[config.mk]
export PLATFORM = sky130hd
export DESIGN_NAME = hazard_unit
export DESIGN_NICKNAME = d
export VERILOG_FILES = /design/src/rtl/hazard_unit.sv
export SDC_FILE = /design/constraint.sdc
export NUM_CORES = 1
export LEC_CHECK = 0
export BUFFER_PORTS_ARGS = -buffer_cell sky130_fd_sc_hd__buf_2
export CAP_MARGIN = 10
export CORE_UTILIZATION = 48
export CTS_BUF_LIST = sky130_fd_sc_hd__clkbuf_4 sky130_fd_sc_hd__clkbuf_8
export DETAILED_ROUTE_END_ITERATION = 8
export PLACE_DENSITY_LB_ADDON = 0.1
export SLEW_MARGIN = 25
export SYNTH_ARGS = -nofsm -noshare
export SYNTH_HDL_FRONTEND = slang
export SYNTH_SLANG_ARGS = --single-unit
[constraint.sdc]
create_clock -name clk -period 2.45 [get_ports clk]
set_input_delay 0.1225 -clock clk [delete_from_list [all_inputs] [get_ports clk]]
set_output_delay 0.1225 -clock clk [all_outputs]
set_load 0.01 [all_outputs]
[src/rtl/hazard_unit.sv]
// Pipeline interlock and operand-forwarding controller: two-entry (X, W) write
// scoreboard with byte-enable awareness and a saturating stall counter.
module hazard_unit #(
  parameter int REG_W = 4,
  parameter int CNT_W = 8
) (
  input  logic             clk,
  input  logic             rst_n,
  input  logic             d_valid,
  input  logic [REG_W-1:0] d_a_sel,
  input  logic [REG_W-1:0] d_b_sel,
  input  logic             d_uses_a,
  input  logic             d_uses_b,
  input  logic             d_wr,
  input  logic [REG_W-1:0] d_dest,
  input  logic             d_h_en,
  input  logic             d_l_en,
  input  logic             d_load,
  input  logic             flush,
  input  logic             cnt_clr,
  output logic             data_hazard,
  output logic [1:0]       fwd_a,
  output logic [1:0]       fwd_b,
  output logic [CNT_W-1:0] stall_count
);

  typedef struct packed {
    logic             valid;
    logic [REG_W-1:0] dest;
    logic [1:0]       mask;
    logic             load;
  } sb_entry_t;

  sb_entry_t x_q;
  sb_entry_t w_q;

  logic       swap;
  logic [1:0] d_mask;
  logic       live;
  logic       issue;
  logic [2:0] res_a;
  logic [2:0] res_b;

  // Result is {hazard, fwd}. X is younger than W, so it is looked at first.
  function automatic logic [2:0] check_src(input logic [REG_W-1:0] s,
                                           input sb_entry_t x,
                                           input sb_entry_t w);
    logic [2:0] r;
    r = 3'b000;
    if (x.valid && x.dest == s) begin
      if (x.load || x.mask != 2'b11) r = 3'b100;
      else                           r = 3'b001;
    end else if (w.valid && w.dest == s) begin
      if (w.mask != 2'b11) r = 3'b100;
      else                 r = 3'b010;
    end
    return r;
  endfunction

  always_comb begin
    swap        = ~d_h_en & ~d_l_en;
    d_mask      = {d_h_en | swap, d_l_en | swap};
    live        = d_valid & ~flush;
    res_a       = check_src(d_a_sel, x_q, w_q);
    res_b       = check_src(d_b_sel, x_q, w_q);
    data_hazard = live & ((d_uses_a & res_a[2]) | (d_uses_b & res_b[2]));
    fwd_a       = (live && d_uses_a) ? res_a[1:0] : 2'b00;
    fwd_b       = (live && d_uses_b) ? res_b[1:0] : 2'b00;
    issue       = live & ~data_hazard;
  end

  // A stalled cycle inserts a bubble into X while W keeps draining.
  always_ff @(posedge clk or negedge rst_n) begin
    if (!rst_n) begin
      x_q         <= '0;
      w_q         <= '0;
      stall_count <= '0;
    end else begin
      w_q <= x_q;
      if (issue && d_wr) x_q <= {1'b1, d_dest, d_mask, d_load};
      else               x_q <= '0;
      if (cnt_clr)
        stall_count <= '0;
      else if (data_hazard && stall_count != {CNT_W{1'b1}})
        stall_count <= stall_count + CNT_W'(1);
    end
  end

endmodule

Word level (Yosys, flattened, before mapping)
Cells that the tools add are included.

cells by class
  divide/modulo/power cells = 0
  equality and inequality tests = 7
  mux-type cells = 11
  reduce and logical (&&, ||, !) cells = 10
  shifts and indexed selects = 0
  magnitude comparators = 0
  multipliers = 0
  add/sub/neg operators = 1
  bitwise gates (word level) = 13

operators with widths
  cell                   number
  $mux W8                3
  $mux W3                6
  $eq A4 B4 Y1           4
  $add A8 B1 Y8 const B  1
  $logic_and A1 B1 Y1    8
  $ne A8 B8 Y1 const B   1
  $and A1 B1 Y1          6
  $mux W2                2
  $ne A2 B2 Y1 const B   2
  $not A1 Y1             4
  $or A1 B1 Y1           3
  $reduce_bool A2 Y1     1
  $logic_or A1 B1 Y1     1

word-level totals
  bits of input ports = 23
  bits in latches = 0
  memory bits (read-only) = 0
  memories = 0
  logic and storage cells = 50
  output and inout bits = 13
  register bits after elaboration = 23
  RAM bits = 0

Logic depth before layout (Yosys ltp)
Gate-level depths: netlist of run 1.

  word-level depth = 11
  mapped depth = 8
  gate-level depth less buffers = 7

Least setup slack after synthesis of run 1
No wires, ideal clock.

  kind = reg2reg
  from = register x_q[4] in the netlist's numbering
  to = register stall_count[6]
  arrival time = 1.847 ns
  path buffers = 0
  path slack = 0.525 ns
  clock period less this slack = 1.925 ns
  library setup time = 0.078 ns
  cell stages (with the launch flop) = 8
  required time = 2.372 ns
  path through = dfrtp_1 xor2_1 nor3_2 nand3_1 a211oi_4 nor2_2 or4_1 a21oi_1

between the ends
  longest elaborated chain between the ends = 8
  elaborated cells between the ends (all ways) = 12
  those cells by class = 2 x eq/ne; 2 x mux; 4 x bitwise; 4 x reduce/logical

ends and longest elaborated chain
  item                            RTL line  text
  start: declaration              34        sb_entry_t x_q;
  start signal: assignment        80        if (issue && d_wr) x_q <= {1'b1, d_dest, d_mask, d_load};
  $eq A4 B4 Y1                    50        if (x.valid && x.dest == s) begin
  $logic_and A1 B1 Y1             50
  $mux W3                         50
  $and A1 B1 Y1                   66        data_hazard = live & ((d_uses_a & res_a[2]) | (d_uses_b & res_b[2]));
  $or A1 B1 Y1 *                  66
  $and A1 B1 Y1 *                 66
  $logic_and A1 B1 Y1 *           84        else if (data_hazard && stall_count != {CNT_W{1'b1}})
  $reduce_bool A2 Y1 (no line) *  n/a
  end signal: assignment          85        stall_count <= stall_count + CNT_W'(1);
  end: declaration                24        output logic [CNT_W-1:0] stall_count

Mark *: on every way between the ends. The rest lies on a longest branch, timed or not.
A chain may end at the register's enable or synchronous reset.

Worst setup path in the final report of run 1
  from = register x_q[5] in the netlist's numbering
  to = register stall_count[6]

The elaborated chain is that of the path after synthesis.

==> results.sh, run 1 <==
export IMPL_synth_seq_area_share=0.4968
export IMPL_cts_resized=0
export IMPL_clk_pin_slew_ns=0.12
export IMPL_netlist_instances=112
export IMPL_worst_setup_path_type="flip-flop to flip-flop"
export IMPL_cts_post_setup_buffers_inserted=0
export IMPL_layout_filler_cells=195
export IMPL_critical_path_startpoint_type="flip-flop"
export IMPL_total_routed_wirelength_um=2207
export IMPL_residual_drc=0
export IMPL_max_freq_mhz=475.9
export IMPL_synth_warning_count=0
export IMPL_final_hold_violation_count=0
export IMPL_grt_setup_unrepaired="false"
export IMPL_synthesis_nets=136
export IMPL_total_power_uw=625.2
export IMPL_initial_core_util=0.5188
export IMPL_cts_htree_levels=1
export IMPL_worst_slew_slack_as_a_fraction_of_its_limit=0.6604
export IMPL_cellLeakagePower_nw=0.6869
export IMPL_diodes=0
export IMPL_cts_num_sinks=23
export IMPL_dp_hpwl_um=1754
export IMPL_initial_antenna_violation_count=0
export IMPL_fraction_of_power_consumed_by_combinational_cells=0.106
export IMPL_buffer_ports_inserted=35
export IMPL_avgViaCountPerCell=5.229
export IMPL_finalWorstPathRequiredPeriod_ns=2.101
export IMPL_grt_pass1_wl_um=4071
export IMPL_place_area_sq_um=1361
export IMPL_cp_arrival_ns=2.33
export IMPL_tightestPinTransition_ns=0.5094
export IMPL_cts_root_buf="clkbuf_4"
export IMPL_power_switching_uw=145.4
export IMPL_clk_latency_ns=0.30
export IMPL_layout_area_overhead_vs_synth_pct=21.60
export IMPL_worst_hold_slack_ns=0.01678
export IMPL_tritoncts_buffer_count=3
export IMPL_setup_tns_final_ns=0
export IMPL_worst_path_max_fanout=10
export IMPL_cts_hold_buffers_added=1
export IMPL_grt_max_degree=24
export IMPL_io_pins=36
export IMPL_layout_worst_path_cycle_share=0.8576
export IMPL_register_area_sq_um=575.6
export IMPL_die_h_um=51.13
export IMPL_die_area_sq_um=2614
export IMPL_grt_pass1_vias=961
export IMPL_remaining_global_route_overflow=0
export IMPL_post_drt_wl_per_cell_um=12.33
export IMPL_multi_input_area_sq_um=571.8
export IMPL_vias=936
export IMPL_chain_of_cells_forming_the_critical_path="xor2_1 > nor3_2 > nand4_1 > a211oi_4 > nor2_2 > or4_1 > a21oi_1"
export IMPL_track_usage=0.2070
export IMPL_finalMaxSlewViolations=0
export IMPL_pwr_share_clk=0.266
export IMPL_syn_mean_instance_area_sq_um=10.34
export IMPL_p_int_uw=479.8
export IMPL_placementRows=17
export IMPL_antenna_violating_nets_post_route=0
export IMPL_power_share_switching=0.2326
export IMPL_clk_path_buf_depth=2
export IMPL_worst_hold_path_type="primary input to flip-flop"
export IMPL_setup_viol_count_final=0
export IMPL_critPathMaxStageDelay_ns=0.43
export IMPL_cap_violations=0
export IMPL_seq_power_share=0.628
export IMPL_die_width_um=51.13
export IMPL_cpMaxStageDelayCell="dfrtp_1"
export IMPL_cp_required_ns=2.68
export IMPL_cts_tree="done"
export IMPL_drt_initial_drc_count=14
export IMPL_first_pass_iters=4
export IMPL_finish_instance_area_sq_um=1409
export IMPL_cellPowerDensity_nw_per_um2=443.8
export IMPL_gp_congestion=0.8469
export IMPL_placeable_core_region_sq_um=2233
export IMPL_final_nets=176
export IMPL_layout_drive_gt1_share=0.2980
export IMPL_syn_area_sq_um=1159
export IMPL_critPathCaptureType="flip-flop"
export IMPL_peakVddDrop_mv=0.4006
export IMPL_status="finished, final reports clean"
export IMPL_layout_core_utilization=0.6308
export IMPL_synth_lib_cells_used_distinct=31
export IMPL_clock_skew_final_ns=0.002247
export IMPL_postSynthRegisterBits=23
[worst max-delay path, delay by kind of cell (launching register included)]
kind / cells / cell delay (ns)
compound gates: 2 / 0.46
xor+xnor: 1 / 0.16
simple gates: 4 / 0.99
flops: 1 / 0.43
[area by class of cell]
cell class                      instances  area share
Clock buffer                            3     0.01599
Inverter                                1    0.002664
Sequential cell                        23      0.4085
Multi-Input combinational cell         86      0.4059
Tap cell                               28     0.02487
Timing Repair Buffer                   37      0.1385
Clock inverter                          1    0.003552
[synth_stat cells]
master    number  area (sq um)
nor3_1         2         10.01
a21oi_2        1         8.760
clkbuf_1       1         3.750
or3_1          3         18.77
nor2_2         1         6.260
nand4_1        2         12.51
nor2_1         7         26.28
and4_1         1         8.760
a211oi_4       1         20.02
xnor2_1       11         96.34
mux2i_1        1         10.01
o21a_1         1         7.510
inv_1          1         3.750
a21oi_1        6         30.03
or4_1          1         7.510
nor3_2         2         20.02
a211o_1        1         8.760
ha_1           1         12.51
nand2b_1       1         6.260
xor2_1         8         70.07
o31ai_1        1         7.510
a21boi_0       1         7.510
a311o_2        1         11.26
nor2b_1        2         12.51
buf_1          1         3.750
nand3_1        9         45.04
and2_1         6         37.54
dfrtp_1       23         575.6
nand2_1        7         26.28
o21ai_0        5         25.02
and3_1         3         18.77
[routing by layer]
metal	part of all wire	wire, um	up-vias	global-route usage
met3	0.040	89	2	0.01786
met1	0.51	1134	445	0.3029
li1	-	-	466	-
met2	0.44	970	23	0.3289
met5	0	0	-	0
met4	0.0059	13	0	0.05556
[flip-flops by register name, summed over array words and instances (netlist names)]
register,flops
stall_count,8
x_q,8
w_q,7
[logic make-up after synthesis]
kind of cell / Yosys count / share of synthesized area
AO/OA/AOI/OAI: 18 / 0.1091
XOR/XNOR: 19 / 0.1436
AND/OR/NAND/NOR: 47 / 0.2214
flip-flops: 23 / 0.4968
multiplexers: 1 / 0.008640
adder cells (fa/ha/maj): 1 / 0.01080
buffers and inverters: 3 / 0.009710
[worst paths after layout]
path	slack, ns	cells past startpoint	start	to
max	0.35	7	x_q[5]$_DFF_PN0_	stall_count[6]$_DFFE_PN0P_
min	0.02	2	d_dest[3]	x_q[6]$_DFF_PN0_
max reg2reg	0.35	7	x_q[5]$_DFF_PN0_	stall_count[6]$_DFFE_PN0P_
min reg2reg	0.40	0	x_q[2]$_DFF_PN0_	w_q[2]$_DFF_PN0_
max in group asynchronous	1.80	2	rst_n	stall_count[3]$_DFFE_PN0P_
min in group asynchronous	0.31	2	rst_n	x_q[6]$_DFF_PN0_
[power groups by stage]
| stage | logic (mW) | registers, mW | clock network, mW |
|---|---|---|---|
| floorplan | 0.0312 | 0.399 | 0 |
| global placement | 0.0628 | 0.400 | 0 |
| detailed placement | 0.0653 | 0.400 | 0 |
| CTS | 0.0667 | 0.393 | 0.176 |
| global route | 0.0751 | 0.394 | 0.188 |
| finish | 0.0665 | 0.393 | 0.166 |
[cell usage in the layout, fill, tap and decap left out]
master / n
a311o_2: 1
or4_1: 1
nor2_1: 7
nor3_2: 2
nor3_1: 2
dlygate4sd3_1: 2
a211oi_4: 1
xor2_1: 8
nand2b_1: 1
clkbuf_4: 3
nand4_1: 2
ha_1: 1
nand2_1: 7
dfrtp_1: 23
a21oi_1: 6
o31ai_1: 1
a211o_1: 1
buf_2: 35
and3_1: 3
a21boi_0: 1
nand3_1: 9
nor2_2: 1
mux2i_1: 1
xnor2_1: 11
o21ai_0: 5
a21oi_2: 1
inv_1: 1
and2_1: 6
clkinv_2: 1
and4_1: 1
or3_1: 3
o21a_1: 1
nor2b_1: 2
[per-stage QoR]
| step | worst slack [ns] | std cells |
|---|---|---|
| floorplan | 0.5250 | 112 |
| global placement | 0.4479 | 173 |
| CTS | 0.3439 | 178 |
| global route | 0.1313 | 179 |
| detailed placement | 0.3929 | 173 |
| finish | 0.3488 | 179 |
No activity file was read; power rests on OpenSTA's default activity.
==> inputs of run 2 (changes only) <==
CORE_ASPECT_RATIO = 0.8   (was default)
==> results.sh, run 2 (synthesized netlist as in run 1, its figures left out) <==
export IMPL_clk_path_buf_depth=2
export IMPL_clock_skew_final_ns=0.01038
export IMPL_remaining_global_route_overflow=0
export IMPL_cts_tree="done"
export IMPL_total_power_uw=643.4
export IMPL_layout_worst_path_cycle_share=0.8544
export IMPL_io_pins=36
export IMPL_setup_tns_final_ns=0
export IMPL_cap_violations=0
export IMPL_finalMaxSlewViolations=0
export IMPL_layout_filler_cells=193
export IMPL_cp_required_ns=2.71
export IMPL_gp_congestion=0.7843
export IMPL_layout_area_overhead_vs_synth_pct=24.95
export IMPL_cts_hold_buffers_added=5
export IMPL_vias=947
export IMPL_track_usage=0.1933
export IMPL_die_width_um=56.93
export IMPL_setup_viol_count_final=0
export IMPL_final_hold_violation_count=0
export IMPL_clk_latency_ns=0.32
export IMPL_most_common_cell_after_layout_fill_and_taps_aside="buf_2"
export IMPL_grt_pass1_vias=872
export IMPL_critPathCaptureType="flip-flop"
export IMPL_initial_antenna_violation_count=0
export IMPL_die_h_um=45.95
export IMPL_grt_max_degree=24
export IMPL_ff2ff_path_depth=7
export IMPL_worst_slack_ns=0.3568
export IMPL_commonest_non_fill_non_tap_cells_in_the_layout="35 x buf_2, 23 x dfrtp_1, 11 x xnor2_1"
export IMPL_cts_post_setup_buffers_inserted=0
export IMPL_final_nets=180
export IMPL_worst_setup_path_type="flip-flop to flip-flop"
export IMPL_die_area_sq_um=2616
export IMPL_antenna_violating_nets_post_route=0
export IMPL_drt_initial_drc_count=35
export IMPL_peakVddDrop_mv=0.3398
export IMPL_grt_setup_unrepaired="false"
export IMPL_cp_arrival_ns=2.35
export IMPL_largest_registers_ranked_by_flip_flop_count="stall_count (8), x_q (8), w_q (7)"
export IMPL_place_area_sq_um=1358
export IMPL_first_pass_iters=6
export IMPL_cts_num_sinks=23
export IMPL_finish_instance_area_sq_um=1448
export IMPL_cts_htree_levels=1
export IMPL_avgViaCountPerCell=5.261
export IMPL_cts_resized=0
export IMPL_initial_core_util=0.5232
export IMPL_holdPathStages=2
export IMPL_total_routed_wirelength_um=2321
export IMPL_placeable_core_region_sq_um=2215
export IMPL_tritoncts_buffer_count=3
export IMPL_worst_path_max_fanout=10
export IMPL_tightestPinTransition_ns=0.5010
export IMPL_cellLeakagePower_nw=0.6998
export IMPL_layout_drive_gt1_share=0.2903
export IMPL_cts_root_buf="clkbuf_4"
export IMPL_cellPowerDensity_nw_per_um2=444.5
export IMPL_status="complete, but fails checks"
export IMPL_dp_hpwl_um=1825
export IMPL_worst_slew_slack_as_a_fraction_of_its_limit=0.6660
export IMPL_clk_pin_slew_ns=0.13
export IMPL_buffer_ports_inserted=35
export IMPL_post_drt_wl_per_cell_um=12.89
export IMPL_critical_path_startpoint_type="flip-flop"
export IMPL_violations="design-rule violations"
export IMPL_max_freq_mhz=477.7
export IMPL_diodes=0
export IMPL_worst_hold_path_type="primary input to flip-flop"
export IMPL_grt_pass1_wl_um=3739
export IMPL_residual_drc=5
export IMPL_placementRows=15
export IMPL_finalWorstPathRequiredPeriod_ns=2.093
export IMPL_preCtsSetupSlack_ns=0.3901
## run 2: cell count changes in the layout (fill, tap and decap cells not counted), sizes merged
cell         before  now
clkinv            1    0
clkinvlp          0    1
dlygate4sd3       2    6
## run 2: through the flow
step           cells    util  hold slack (ns)
3_3_place_gp     170  0.6130           0.1219
3_5_place_dp     170  0.6130           0.1191
2_1_floorplan    112       -          -0.1731
6_report         180  0.6537          0.01224
4_1_cts          179  0.6492         0.001718
5_1_grt          180  0.6537         0.005047
## run 2: worst max-delay path, stage by stage, from the launching register on
cell and delay, ns:
dfrtp_1 0.43, xor2_1 0.18, nor3_2 0.20, nand3_1 0.20, a211oi_4 0.31, nor2_2 0.14, or4_1 0.41, a21oi_1 0.15
## run 2: power by group
group          internal (mW)  leakage [nW]  switching [mW]  total, mW
sequential             0.387         0.317         0.00566      0.393
combinational         0.0361         0.369          0.0349     0.0710
clock                 0.0623        0.0139           0.117      0.180
## run 2: worst paths after layout
kind / from / endpoint / slack [ns]
max: x_q[4]$_DFF_PN0_ / stall_count[6]$_DFFE_PN0P_ / 0.36
min: d_dest[1] / x_q[4]$_DFF_PN0_ / 0.01
max reg2reg: x_q[4]$_DFF_PN0_ / stall_count[6]$_DFFE_PN0P_ / 0.36
min reg2reg: x_q[1]$_DFF_PN0_ / w_q[1]$_DFF_PN0_ / 0.39
max in group asynchronous: rst_n / x_q[6]$_DFF_PN0_ / 1.82
min in group asynchronous: rst_n / w_q[7]$_DFF_PN0_ / 0.29
## run 2: layout make-up
cell class	count	area [sq um]	area share
flip-flops and latches	23	575.6	0.3976
multi-input cells	86	571.8	0.3950
repair buffers	41	235.2	0.1625
well taps	25	31.28	0.02161
clock buffers	3	22.52	0.01556
clock inverters	1	7.507	0.005186
inverters	1	3.754	0.002593
## run 2: routing by layer
| metal | GRT usage | wire (um) | up-vias |
|---|---|---|---|
| li1 | - | - | 478 |
| met1 | 0.2554 | 1145 | 437 |
| met2 | 0.3153 | 1036 | 30 |
| met3 | 0.05398 | 130 | 2 |
| met4 | 0.05854 | 9 | 0 |
| met5 | 0 | 0 | - |
==> inputs of run 3 (changes only) <==
CTS_BUF_LIST = sky130_fd_sc_hd__clkbuf_8   (was sky130_fd_sc_hd__clkbuf_4 sky130_fd_sc_hd__clkbuf_8)
==> results.sh, run 3 (synthesized netlist as in run 1, its figures left out) <==
export IMPL_status="complete, but fails checks"
export IMPL_violations="design-rule violations"
export IMPL_cp_arrival_ns=2.28
export IMPL_dp_hpwl_um=1825
export IMPL_cts_htree_levels=1
export IMPL_worst_hold_slack_ns=0.04490
export IMPL_clk_latency_ns=0.27
export IMPL_die_width_um=56.93
export IMPL_tightestPinTransition_ns=0.5000
export IMPL_gp_congestion=0.7843
export IMPL_layout_area_overhead_vs_synth_pct=22.25
export IMPL_setup_viol_count_final=0
export IMPL_diodes=0
export IMPL_io_pins=36
export IMPL_first_pass_iters=6
export IMPL_cellLeakagePower_nw=0.6867
export IMPL_chain_of_cells_forming_the_critical_path="xor2_1 > nor3_2 > nand3_1 > a211oi_4 > nor2_2 > or4_1 > a21oi_1"
export IMPL_layout_core_utilization=0.6395
export IMPL_worst_path_max_fanout=10
export IMPL_critPathBufInv=0
export IMPL_finalMaxSlewViolations=0
export IMPL_clock_skew_final_ns=0.007414
export IMPL_cellPowerDensity_nw_per_um2=491.9
export IMPL_placeable_core_region_sq_um=2215
export IMPL_final_hold_violation_count=0
export IMPL_initial_antenna_violation_count=0
export IMPL_max_freq_mhz=480.1
export IMPL_critPathMaxStageDelay_ns=0.42
export IMPL_worst_setup_path_type="flip-flop to flip-flop"
export IMPL_track_usage=0.1933
export IMPL_total_routed_wirelength_um=2296
export IMPL_grt_pass1_wl_um=3732
export IMPL_cpMaxStageDelayCell="dfrtp_1"
export IMPL_cts_resized=0
export IMPL_clk_pin_slew_ns=0.08
export IMPL_avgViaCountPerCell=5.411
export IMPL_grt_pass1_vias=872
export IMPL_die_h_um=45.95
export IMPL_buffer_ports_inserted=35
export IMPL_peakVddDrop_mv=0.3691
export IMPL_place_area_sq_um=1358
export IMPL_clk_path_buf_depth=2
export IMPL_critPathCaptureType="flip-flop"
export IMPL_worst_hold_path_type="primary input to flip-flop"
export IMPL_grt_max_degree=24
export IMPL_cap_violations=0
export IMPL_antenna_violating_nets_post_route=0
export IMPL_most_common_cell_after_layout_fill_and_taps_aside="buf_2"
export IMPL_residual_drc=5
export IMPL_layout_worst_path_cycle_share=0.8502
export IMPL_initial_core_util=0.5232
export IMPL_cts_num_sinks=23
export IMPL_remaining_global_route_overflow=0
export IMPL_grt_setup_unrepaired="false"
export IMPL_drt_initial_drc_count=43
export IMPL_vias=947
export IMPL_worst_slew_slack_as_a_fraction_of_its_limit=0.6667
export IMPL_final_nets=175
export IMPL_largest_registers_ranked_by_flip_flop_count="stall_count (8), x_q (8), w_q (7)"
export IMPL_cp_required_ns=2.65
export IMPL_die_area_sq_um=2616
export IMPL_placementRows=15
export IMPL_layout_drive_gt1_share=0.3000
export IMPL_setup_tns_final_ns=0
export IMPL_critical_path_startpoint_type="flip-flop"
export IMPL_cts_root_buf="clkbuf_8"
export IMPL_critical_path_top_delay_family="simple AND/OR/NAND/NOR gates"
export IMPL_finish_instance_area_sq_um=1416
export IMPL_cts_tree="done"
export IMPL_tritoncts_buffer_count=3
export IMPL_post_drt_wl_per_cell_um=13.12
export IMPL_finalWorstPathRequiredPeriod_ns=2.083
export IMPL_commonest_non_fill_non_tap_cells_in_the_layout="35 x buf_2, 23 x dfrtp_1, 11 x xnor2_1"
==> run 3: path summary, 6_finish.rpt <==
check / start / to / slack [ns] / depth (start not counted)
max: x_q[4]$_DFF_PN0_ / stall_count[6]$_DFFE_PN0P_ / 0.37 / 7
min: d_l_en / x_q[2]$_DFF_PN0_ / 0.04 / 2
max reg2reg: x_q[4]$_DFF_PN0_ / stall_count[6]$_DFFE_PN0P_ / 0.37 / 7
min reg2reg: x_q[1]$_DFF_PN0_ / w_q[1]$_DFF_PN0_ / 0.38 / 0
max in group asynchronous: rst_n / x_q[3]$_DFF_PN0_ / 1.76 / 2
min in group asynchronous: rst_n / w_q[7]$_DFF_PN0_ / 0.35 / 2
==> run 3: metrics by stage <==
stage / std cells / setup WS [ns] / power [mW]
after floorplan: 112 / 0.5250 / 0.4301
after global placement: 170 / 0.4475 / 0.4632
after detailed placement: 170 / 0.3901 / 0.4645
after CTS: 175 / 0.3671 / 0.7047
after global routing: 175 / 0.1999 / 0.7251
final: 175 / 0.3671 / 0.6967
==> run 3: metal layers <==
layer | share of wire | global-route usage | vias up
met5 | 0 | 0 | -
met4 | 0.0087 | 0.05854 | 0
met3 | 0.057 | 0.05398 | 4
met2 | 0.44 | 0.3153 | 30
met1 | 0.49 | 0.2554 | 446
li1 | - | - | 467
==> run 3: cell type report <==
class                      count  area [sq um]
tap                           25         31.28
sequential                    23         575.6
multi-input combinational     86         571.8
clock buffer                   3         41.29
inverter                       1         3.754
clock inverter                 1         7.507
timing repair buffer          36         185.2
fill                         194         798.3
==> run 3: power by group <==
| part | switching, mW | internal (mW) |
|---|---|---|
| logic | 0.0340 | 0.0309 |
| registers | 0.00565 | 0.387 |
| clock network | 0.124 | 0.115 |
==> run 3: what timing repair did <==
action / 4_1_cts / 5_1_grt
hold buffers: 1 / 0
hold endpoints to repair: 23 / 0
setup buffers: 0 / 0
setup endpoints to repair: 0 / 0
